==> src/rtl/rc4_pkg.sv <==
// Shared types and constants for the RC4 PRGA / decrypt stage.
package rc4_pkg;

    localparam int unsigned MSG_LEN_DEF = 32;

    localparam logic [7:0] CHAR_LO = 8'h61;
    localparam logic [7:0] CHAR_HI = 8'h7A;
    localparam logic [7:0] CHAR_SP = 8'h20;

    typedef enum logic [3:0] {
        ST_IDLE,
        ST_INC,
        ST_RD_SI,
        ST_WT_SI,
        ST_CAP_SI,
        ST_RD_SJ,
        ST_WT_SJ,
        ST_CAP_SJ,
        ST_WR_I,
        ST_WR_J,
        ST_RD_F,
        ST_WT_F,
        ST_CAP_F,
        ST_DONE
    } rc4_state_e;

    // Plaintext alphabet accepted by the key search: lowercase letters and space.
    function automatic logic is_valid_char(input logic [7:0] b);
        return ((b >= CHAR_LO) && (b <= CHAR_HI)) || (b == CHAR_SP);
    endfunction

endpackage

==> src/rtl/rc4_char_check.sv <==
// Combinational plaintext-alphabet check, shared with other breaker stages.
module rc4_char_check
    import rc4_pkg::*;
(
    input  logic [7:0] data,
    output logic       valid_c
);

    assign valid_c = is_valid_char(data);

endmodule

==> src/rtl/rc4_prga_decryptor.sv <==
// RC4 keystream generation over a shared S-RAM, XORed with the ciphertext ROM.
module rc4_prga_decryptor
    import rc4_pkg::*;
#(
    parameter int unsigned MSG_LEN     = MSG_LEN_DEF,
    parameter bit          EARLY_ABORT = 1'b1
) (
    input  logic                       clk,
    input  logic                       reset,
    input  logic                       start,
    output logic [7:0]                 s_addr,
    output logic [7:0]                 s_wdata,
    output logic                       s_wren,
    input  logic [7:0]                 s_rdata,
    output logic [$clog2(MSG_LEN)-1:0] rom_addr,
    input  logic [7:0]                 rom_rdata,
    output logic [7:0]                 decrypted_data [MSG_LEN],
    output logic                       busy,
    output logic                       done,
    output logic                       key_bad
);

    localparam int unsigned AW = $clog2(MSG_LEN);

    rc4_state_e     state;
    logic [7:0]     i;
    logic [7:0]     j;
    logic [7:0]     si;
    logic [7:0]     sj;
    logic [AW-1:0]  k;
    logic           wren_q;
    logic [7:0]     plain_c;
    logic           plain_ok_c;

    assign plain_c = s_rdata ^ rom_rdata;

    rc4_char_check u_char_check (
        .data    (plain_c),
        .valid_c (plain_ok_c)
    );

    // Write strobe is gated by reset so a write in flight is dropped at once.
    assign s_wren = wren_q & ~reset;

    // Addresses are registered one state ahead so they are stable for RD, WT and CAP.
    always_ff @(posedge clk) begin
        if (reset) begin
            state    <= ST_IDLE;
            i        <= '0;
            j        <= '0;
            k        <= '0;
            si       <= '0;
            sj       <= '0;
            s_addr   <= '0;
            s_wdata  <= '0;
            wren_q   <= 1'b0;
            rom_addr <= '0;
            busy     <= 1'b0;
            done     <= 1'b0;
            key_bad  <= 1'b0;
            for (int unsigned n = 0; n < MSG_LEN; n++) begin
                decrypted_data[n] <= '0;
            end
        end else begin
            wren_q <= 1'b0;
            case (state)
                ST_IDLE, ST_DONE: begin
                    if (start) begin
                        i        <= '0;
                        j        <= '0;
                        k        <= '0;
                        key_bad  <= 1'b0;
                        busy     <= 1'b1;
                        done     <= 1'b0;
                        s_addr   <= '0;
                        for (int unsigned n = 0; n < MSG_LEN; n++) begin
                            decrypted_data[n] <= '0;
                        end
                        state    <= ST_INC;
                    end
                end
                ST_INC: begin
                    i      <= i + 8'd1;
                    s_addr <= i + 8'd1;
                    state  <= ST_RD_SI;
                end
                ST_RD_SI: state <= ST_WT_SI;
                ST_WT_SI: state <= ST_CAP_SI;
                ST_CAP_SI: begin
                    si     <= s_rdata;
                    j      <= j + s_rdata;
                    s_addr <= j + s_rdata;
                    state  <= ST_RD_SJ;
                end
                ST_RD_SJ: state <= ST_WT_SJ;
                ST_WT_SJ: state <= ST_CAP_SJ;
                ST_CAP_SJ: begin
                    sj      <= s_rdata;
                    s_addr  <= i;
                    s_wdata <= s_rdata;
                    wren_q  <= 1'b1;
                    state   <= ST_WR_I;
                end
                ST_WR_I: begin
                    s_addr  <= j;
                    s_wdata <= si;
                    wren_q  <= 1'b1;
                    state   <= ST_WR_J;
                end
                ST_WR_J: begin
                    s_addr   <= si + sj;
                    rom_addr <= k;
                    state    <= ST_RD_F;
                end
                ST_RD_F: state <= ST_WT_F;
                ST_WT_F: state <= ST_CAP_F;
                ST_CAP_F: begin
                    decrypted_data[k] <= plain_c;
                    s_addr            <= '0;
                    if (EARLY_ABORT && !plain_ok_c) begin
                        key_bad <= 1'b1;
                        busy    <= 1'b0;
                        done    <= 1'b1;
                        state   <= ST_DONE;
                    end else if (k == AW'(MSG_LEN - 1)) begin
                        busy    <= 1'b0;
                        done    <= 1'b1;
                        state   <= ST_DONE;
                    end else begin
                        k       <= k + AW'(1);
                        state   <= ST_INC;
                    end
                end
                default: begin
                    busy   <= 1'b0;
                    done   <= 1'b0;
                    s_addr <= '0;
                    state  <= ST_IDLE;
                end
            endcase
        end
    end

endmodule

==> config.mk <==
export PLATFORM = sky130hd
export DESIGN_NAME = rc4_prga_decryptor
export DESIGN_NICKNAME = d
export VERILOG_FILES = /design/src/rtl/rc4_pkg.sv /design/src/rtl/rc4_char_check.sv /design/src/rtl/rc4_prga_decryptor.sv
export SDC_FILE = /design/constraint.sdc
export NUM_CORES = 1
export LEC_CHECK = 0
export CORE_MARGIN = 2
export CORE_UTILIZATION = 40
export DETAILED_ROUTE_END_ITERATION = 6
export GPL_TIMING_DRIVEN = 0
export PLACE_DENSITY = 0.71
export SLEW_MARGIN = 20
export SYNTH_ARGS = -nofsm -noshare
export SYNTH_HDL_FRONTEND = slang
export SYNTH_SLANG_ARGS = --single-unit
==> constraint.sdc <==
create_clock -name clk -period 2.55 [get_ports clk]
set_input_delay 0.51 -clock clk [delete_from_list [all_inputs] [get_ports clk]]
set_output_delay 0.51 -clock clk [all_outputs]
set_load 0.1 [all_outputs]
* Word-level counts from Yosys, hierarchy flattened
Cells that the tools add are included.
** Word-level totals
- Input port bits :: 19
- Memory bits (writable) :: 0
- ROM bits :: 0
- Word-level logic and storage cells :: 127
- Memories kept :: 0
- Bits in registers :: 322
- Latch bits :: 0
- Output and inout bits :: 281
** Cells by class
- Reduce and logical (&&, ||, !) cells :: 19
- Mux-type cells :: 29
- Magnitude comparators :: 4
- Add/subtract/negate cells :: 4
- Div/mod/pow operators :: 0
- Shift operators :: 0
- Equal/unequal tests :: 20
- Multiply operators :: 0
- Bitwise gates (word level) :: 6
** Operators with widths (count)
- case mux 256 bit (2 select lines) :: 1
- bitwise mux 256 bit :: 1
- two-way mux 256 bit :: 1
- case mux 8 bit (7 select lines) :: 1
- case mux 4 bit (13 select lines) :: 1
- case mux 8 bit (2 select lines) :: 3
- demux 8 bit (select 5 bit) :: 1
- == test 4 bit, second input constant :: 6
- adder 8 bit :: 2
- == test 4 x 3 -> 1 bit, second input constant :: 4
- two-way mux 8 bit :: 2
- two-way mux 5 bit :: 3
- two-way mux 4 bit :: 3
- OR reduction 11 bit :: 1
- case mux 5 bit (2 select lines) :: 1
- adder 8 x 1 -> 8 bit, second input constant :: 1
- == test 4 x 2 -> 1 bit, second input constant :: 2
- == test 8 x 6 -> 1 bit, second input constant :: 1
- >= comparator 8 x 7 -> 1 bit, second input constant :: 1
- <= comparator 8 x 7 -> 1 bit, second input constant :: 1
- two-way mux 1 bit :: 8
- != test 2 bit, second input constant :: 4
- AND reduction 2 bit :: 4
- nonzero test 2 bit :: 4
- 19 further kinds :: 25

* Logic depth before layout (Yosys ltp)
- Word-level depth :: 7
- Gate-level depth with buffers :: 8

* Modules after synthesis
A second synthesis with hierarchy kept.
** Unflattened totals
- Cells, all modules :: 1412
- Area total of the unflattened synthesis :: 12990.0 um^2
** By module, submodules not included
- rc4_prga_decryptor :: cells an instance 1402, times used 1, area an instance 12926.1 um^2
- rc4_char_check :: cells an instance 10, times used 1, area an instance 63.8 um^2

* Least setup slack after synthesis
Ideal clock, no wire load.
- Path type :: input port to output port
- Start :: in reset
- End :: out s_wren
- Path buffers :: 2
- Slack :: -0.192 ns
- Arrival :: 2.232 ns
- Stages on the path :: 3
- Data required time :: 2.040 ns
- Path through :: clkbuf_1 -> buf_1 -> nor2b_1
** On the way
- Cells in the longest elaborated chain, start to end :: 2
** Ends and longest elaborated chain
- start: declaration :: line rc4_prga_decryptor.sv:9 : input logic reset,
- inverter 1 bit :: line rc4_prga_decryptor.sv:43 : assign s_wren = wren_q & ~reset;
- bitwise AND 1 bit :: line rc4_prga_decryptor.sv:43
- end: declaration :: line rc4_prga_decryptor.sv:13 : output logic s_wren,
No other way between the ends.

* Worst setup path after layout
- Start :: reg decrypted_data[230] (netlist name)
- End :: out decrypted_data[230] (netlist name)
** RTL lines
- start: declaration :: line rc4_prga_decryptor.sv:17 : output logic [7:0] decrypted_data [MSG_LEN],
- start signal: indexed assignment :: line rc4_prga_decryptor.sv:118 : decrypted_data[k] <= plain_c;
No word-level cell between the ends.

==> flow_summary_export.csv <==
group,metric,value,unit
detailed_routing,vias,11900,
placement,gp_congestion,0.841,
worst_setup_path,cp_num_buf_inv,1,
die,num_io_pins,300,
timing,setup-violations-final,0,
power,power.switching,2680,uW
die,start_util,40.4,%
placement,place.detailed.hpwl,30.8,mm
worst_setup_path,worstSetupEndpointType,"output pin",
die,die_w,179,um
power,vdd_drop_max,420,uV
yosys,synth-edff-count,0,
timing,max_freq,392,MHz
finish,final_common_cell,"dfxtp_1",
detailed_routing,via_per_inst,5.62,
timing,finalHoldViolCount,0,
finish,area_growth,39.7,%
clocking,cts-buffers-inserted,35,
detailed_routing,dr.pass1.iters,6,
worst_setup_path,r2r_slack,0.04,ns
outcome,outcome,"finished clean",
power,power_leakage,0.00794,uW
finish,fin_nets,1739,
worst_setup_path,path_max_fanout,2,
finish,antennaDiodeCount,0,
clocking,clockBufferDepth,3,
timing,fin_crit_sh,100,%
min_path,hold_end,"rom_addr[0]$_SDFFE_PP0P_",
detailed_routing,drc_errors,0,
placement,dp_slack,-0.955,ns
worst_setup_path,r2r-end,"decrypted_data[211]$_SDFFE_PP0P_",
yosys,syn_area,12300,um^2
power,clockPowerShare,46.8,%
yosys,syn-num-nets,1404,
global_route,grt_use_total,27.1,%
die,fp.coreArea,30300,um^2
worst_setup_path,cpMaxStageDelayCell,"clkdlybuf4s50_1",
timing,slew_headroom,27.2,%
min_path,worst_hold_startpoint,"rom_addr[0]$_SDFFE_PP0P_",
clocking,clkTransAtPathRegs,0.06,ns
die,die_h,179,um
worst_setup_path,start_kind,"flip-flop",
yosys,yosys_warnings,0,
yosys,synthCells,1363,
yosys,avgSynthCellArea,8.99,um^2
power,p_seq_share,46.3,%
timing,setup_ws,0.000451,ns
detailed_routing,wl,44.4,mm
min_path,hold_path_class,"reg -> reg",
finish,fillers,2699,
die,rows,64,
power,internal-power,8270,uW
worst_setup_path,critPathRequiredTime,2.04,ns
clocking,cts.htree.levels,2,
timing,finalSetupTns,0,ns
power,switching_share,24.5,%
clocking,clk_latency,0.53,ns
detailed_routing,drt_iter0_markers,1141,
timing,worstMarginPinSlew,1.10,ns
timing,rsz0062_at_grt,"yes",
finish,final_cell_area,17100,um^2
clocking,cts_hold_buf,0,
global_route,grt_pass1_vias,11400,
yosys,synth_cell_types,58,
power,p_per_area,639,nW/um^2
worst_setup_path,r2r_cells,8,
placement,place_area,15800,um^2
detailed_routing,wl_per_cell,21.0,um
detailed_routing,antenna_left,0,
timing,drv_slew,0,
die,die_area,32100,um^2
yosys,seq_area_frac_synth,52.6,%
timing,fin_crit,2.55,ns
global_route,grt_pass1_wl,66.6,mm
worst_setup_path,cp_cell_sequence,"clkdlybuf4s50_1",
global_route,antenna_found_initial,0,
yosys,ys_ff_latch,322,
clocking,cts_tree,"built",
job,maxCapViolations,0,
yosys,ys_async_sr_fraction,0,%
clocking,clkSinkCount,322,
worst_setup_path,worstSetupPathType,"reg -> out",
placement,io_buffers,299,
finish,layout_common_cells,"dfxtp_1, nor2_1, a22oi_1, clkdlybuf4s50_1, nand2_1",
power,pwr-share-comb,6.9,%
worst_setup_path,r2r-start,"k[1]$_SDFFE_PP0P_",
worst_setup_path,critPathTopFamily,"buffers and inverters",
min_path,holdPathStages,2,
clocking,cts_root_buffer,"clkbuf_16",
worst_setup_path,critPathArrivalTime,2.04,ns
global_route,grt_max_degree,15,
worst_setup_path,crit_path_max_incr_delay,1.16,ns
global_route,gr-total-overflow,0,
yosys,yosys_most_used_dff,"dfxtp_1",
timing,skew,0.0258,ns
finish,drive_above_1_share,7.83,%
finish,final_util,56.4,%
registers in the layout (all words and copies together) (netlist names):
register	cells
s_addr	8
busy	1
k	5
sj	8
i	8
wren_q	1
s_wdata	8
rom_addr	5
state	4
si	8
j	8
decrypted_data	256
key_bad	1
done	1
worst register-to-register path, cell delays in order (launching register included):
cell and delay (ns):
dfxtp_1 0.45, inv_1 0.13, ha_1 0.21, nand2b_1 0.07
clkbuf_1 0.36, nor2_1 0.27, a21oi_1 0.65, a22oi_1 0.15
nor2_1 0.15
cell usage after synthesis (all sizes together), types with 5 or more instances:
cell	number	share of area, %
xor2	8	0.57
ha	20	2.0
buf	33	1.3
nand2	105	3.2
a22oi	263	16
clkbuf	61	1.9
a21oi	91	3.7
xnor2	14	1.2
inv	5	0.15
dfxtp	322	53
o21ai	15	0.64
and2	5	0.26
nor2	324	10
nor3	6	0.29
nand3	9	0.47
nand2b	8	0.41
a31oi	14	0.71
metrics by stage:
step / hold WS, ns / instances / total power (uW)
after detailed placement: 0.448 / 2058 / 5910
after global routing: 0.477 / 2121 / 11300
after floorplan: 0.440 / 1363 / 5660
after global placement: 0.447 / 2058 / 5900
after CTS: 0.456 / 2122 / 11000
final: 0.452 / 2121 / 10900
logic make-up after synthesis:
group / count (synthesis) / share of synthesized area, %
and+or+nand+nor: 478 / 16.0
AOI/OAI and AO/OA: 417 / 23.6
DFF: 322 / 52.6
buffers and inverters: 99 / 3.37
xor gates and xnor gates: 22 / 1.76
adders and majority gates: 22 / 2.37
muxes: 3 / 0.255
power by group through the flow:
stage / clock [uW] / sequential [uW] / combinational, uW
3_5_place_dp: 0 / 5170 / 738
4_1_cts: 5160 / 5060 / 740
6_report: 5120 / 5060 / 760
2_1_floorplan: 0 / 5220 / 444
5_1_grt: 5380 / 5060 / 824
3_3_place_gp: 0 / 5170 / 723
cell type report:
cell class              count  area, um^2  area share [%]
multi-input cells         942        5460            31.9
inverters                   5        18.8           0.110
plain buffers              93         403            2.35
well taps                 396         495            2.89
clock inverters            12         125           0.730
repair buffers            299        3140            18.3
clock buffers              52        1040            6.08
flip-flops and latches    322        6450            37.6
how the worst max path moves through the flow:
| stage | start | end | slack (ns) | depth (start not counted) |
|---|---|---|---|---|
| 5_1_grt | k[4]$_SDFFE_PP0P_ | decrypted_data[10]$_SDFFE_PP0P_ | -0.14 | 6 |
| 6_report | decrypted_data[230]$_SDFFE_PP0P_ | decrypted_data[230] | 0.0005 | 1 |
| 3_3_place_gp | reset | s_wren | -0.92 | 5 |
| 2_1_floorplan | reset | s_wren | 0.33 | 3 |
| 3_5_place_dp | reset | s_wren | -0.95 | 5 |
| 4_1_cts | decrypted_data[220]$_SDFFE_PP0P_ | decrypted_data[220] | 0.0002 | 1 |
timing repair:
item                                    4_1_cts  5_1_grt
gates cloned                                  0        0
endpoints found under the setup margin      138      200
setup buffers                                 0        0
gates resized for setup                      70      119
per-layer routing:
layer | share of wire (%) | global-route usage [%] | vias up
met5 | 0 | 0 | -
met3 | 8.4 | 7.27 | 118
met4 | 4.5 | 11.5 | 0
li1 | - | - | 5545
met2 | 45 | 42.7 | 472
met1 | 42 | 34.8 | 5776
(Power assumes the default switching activity.)
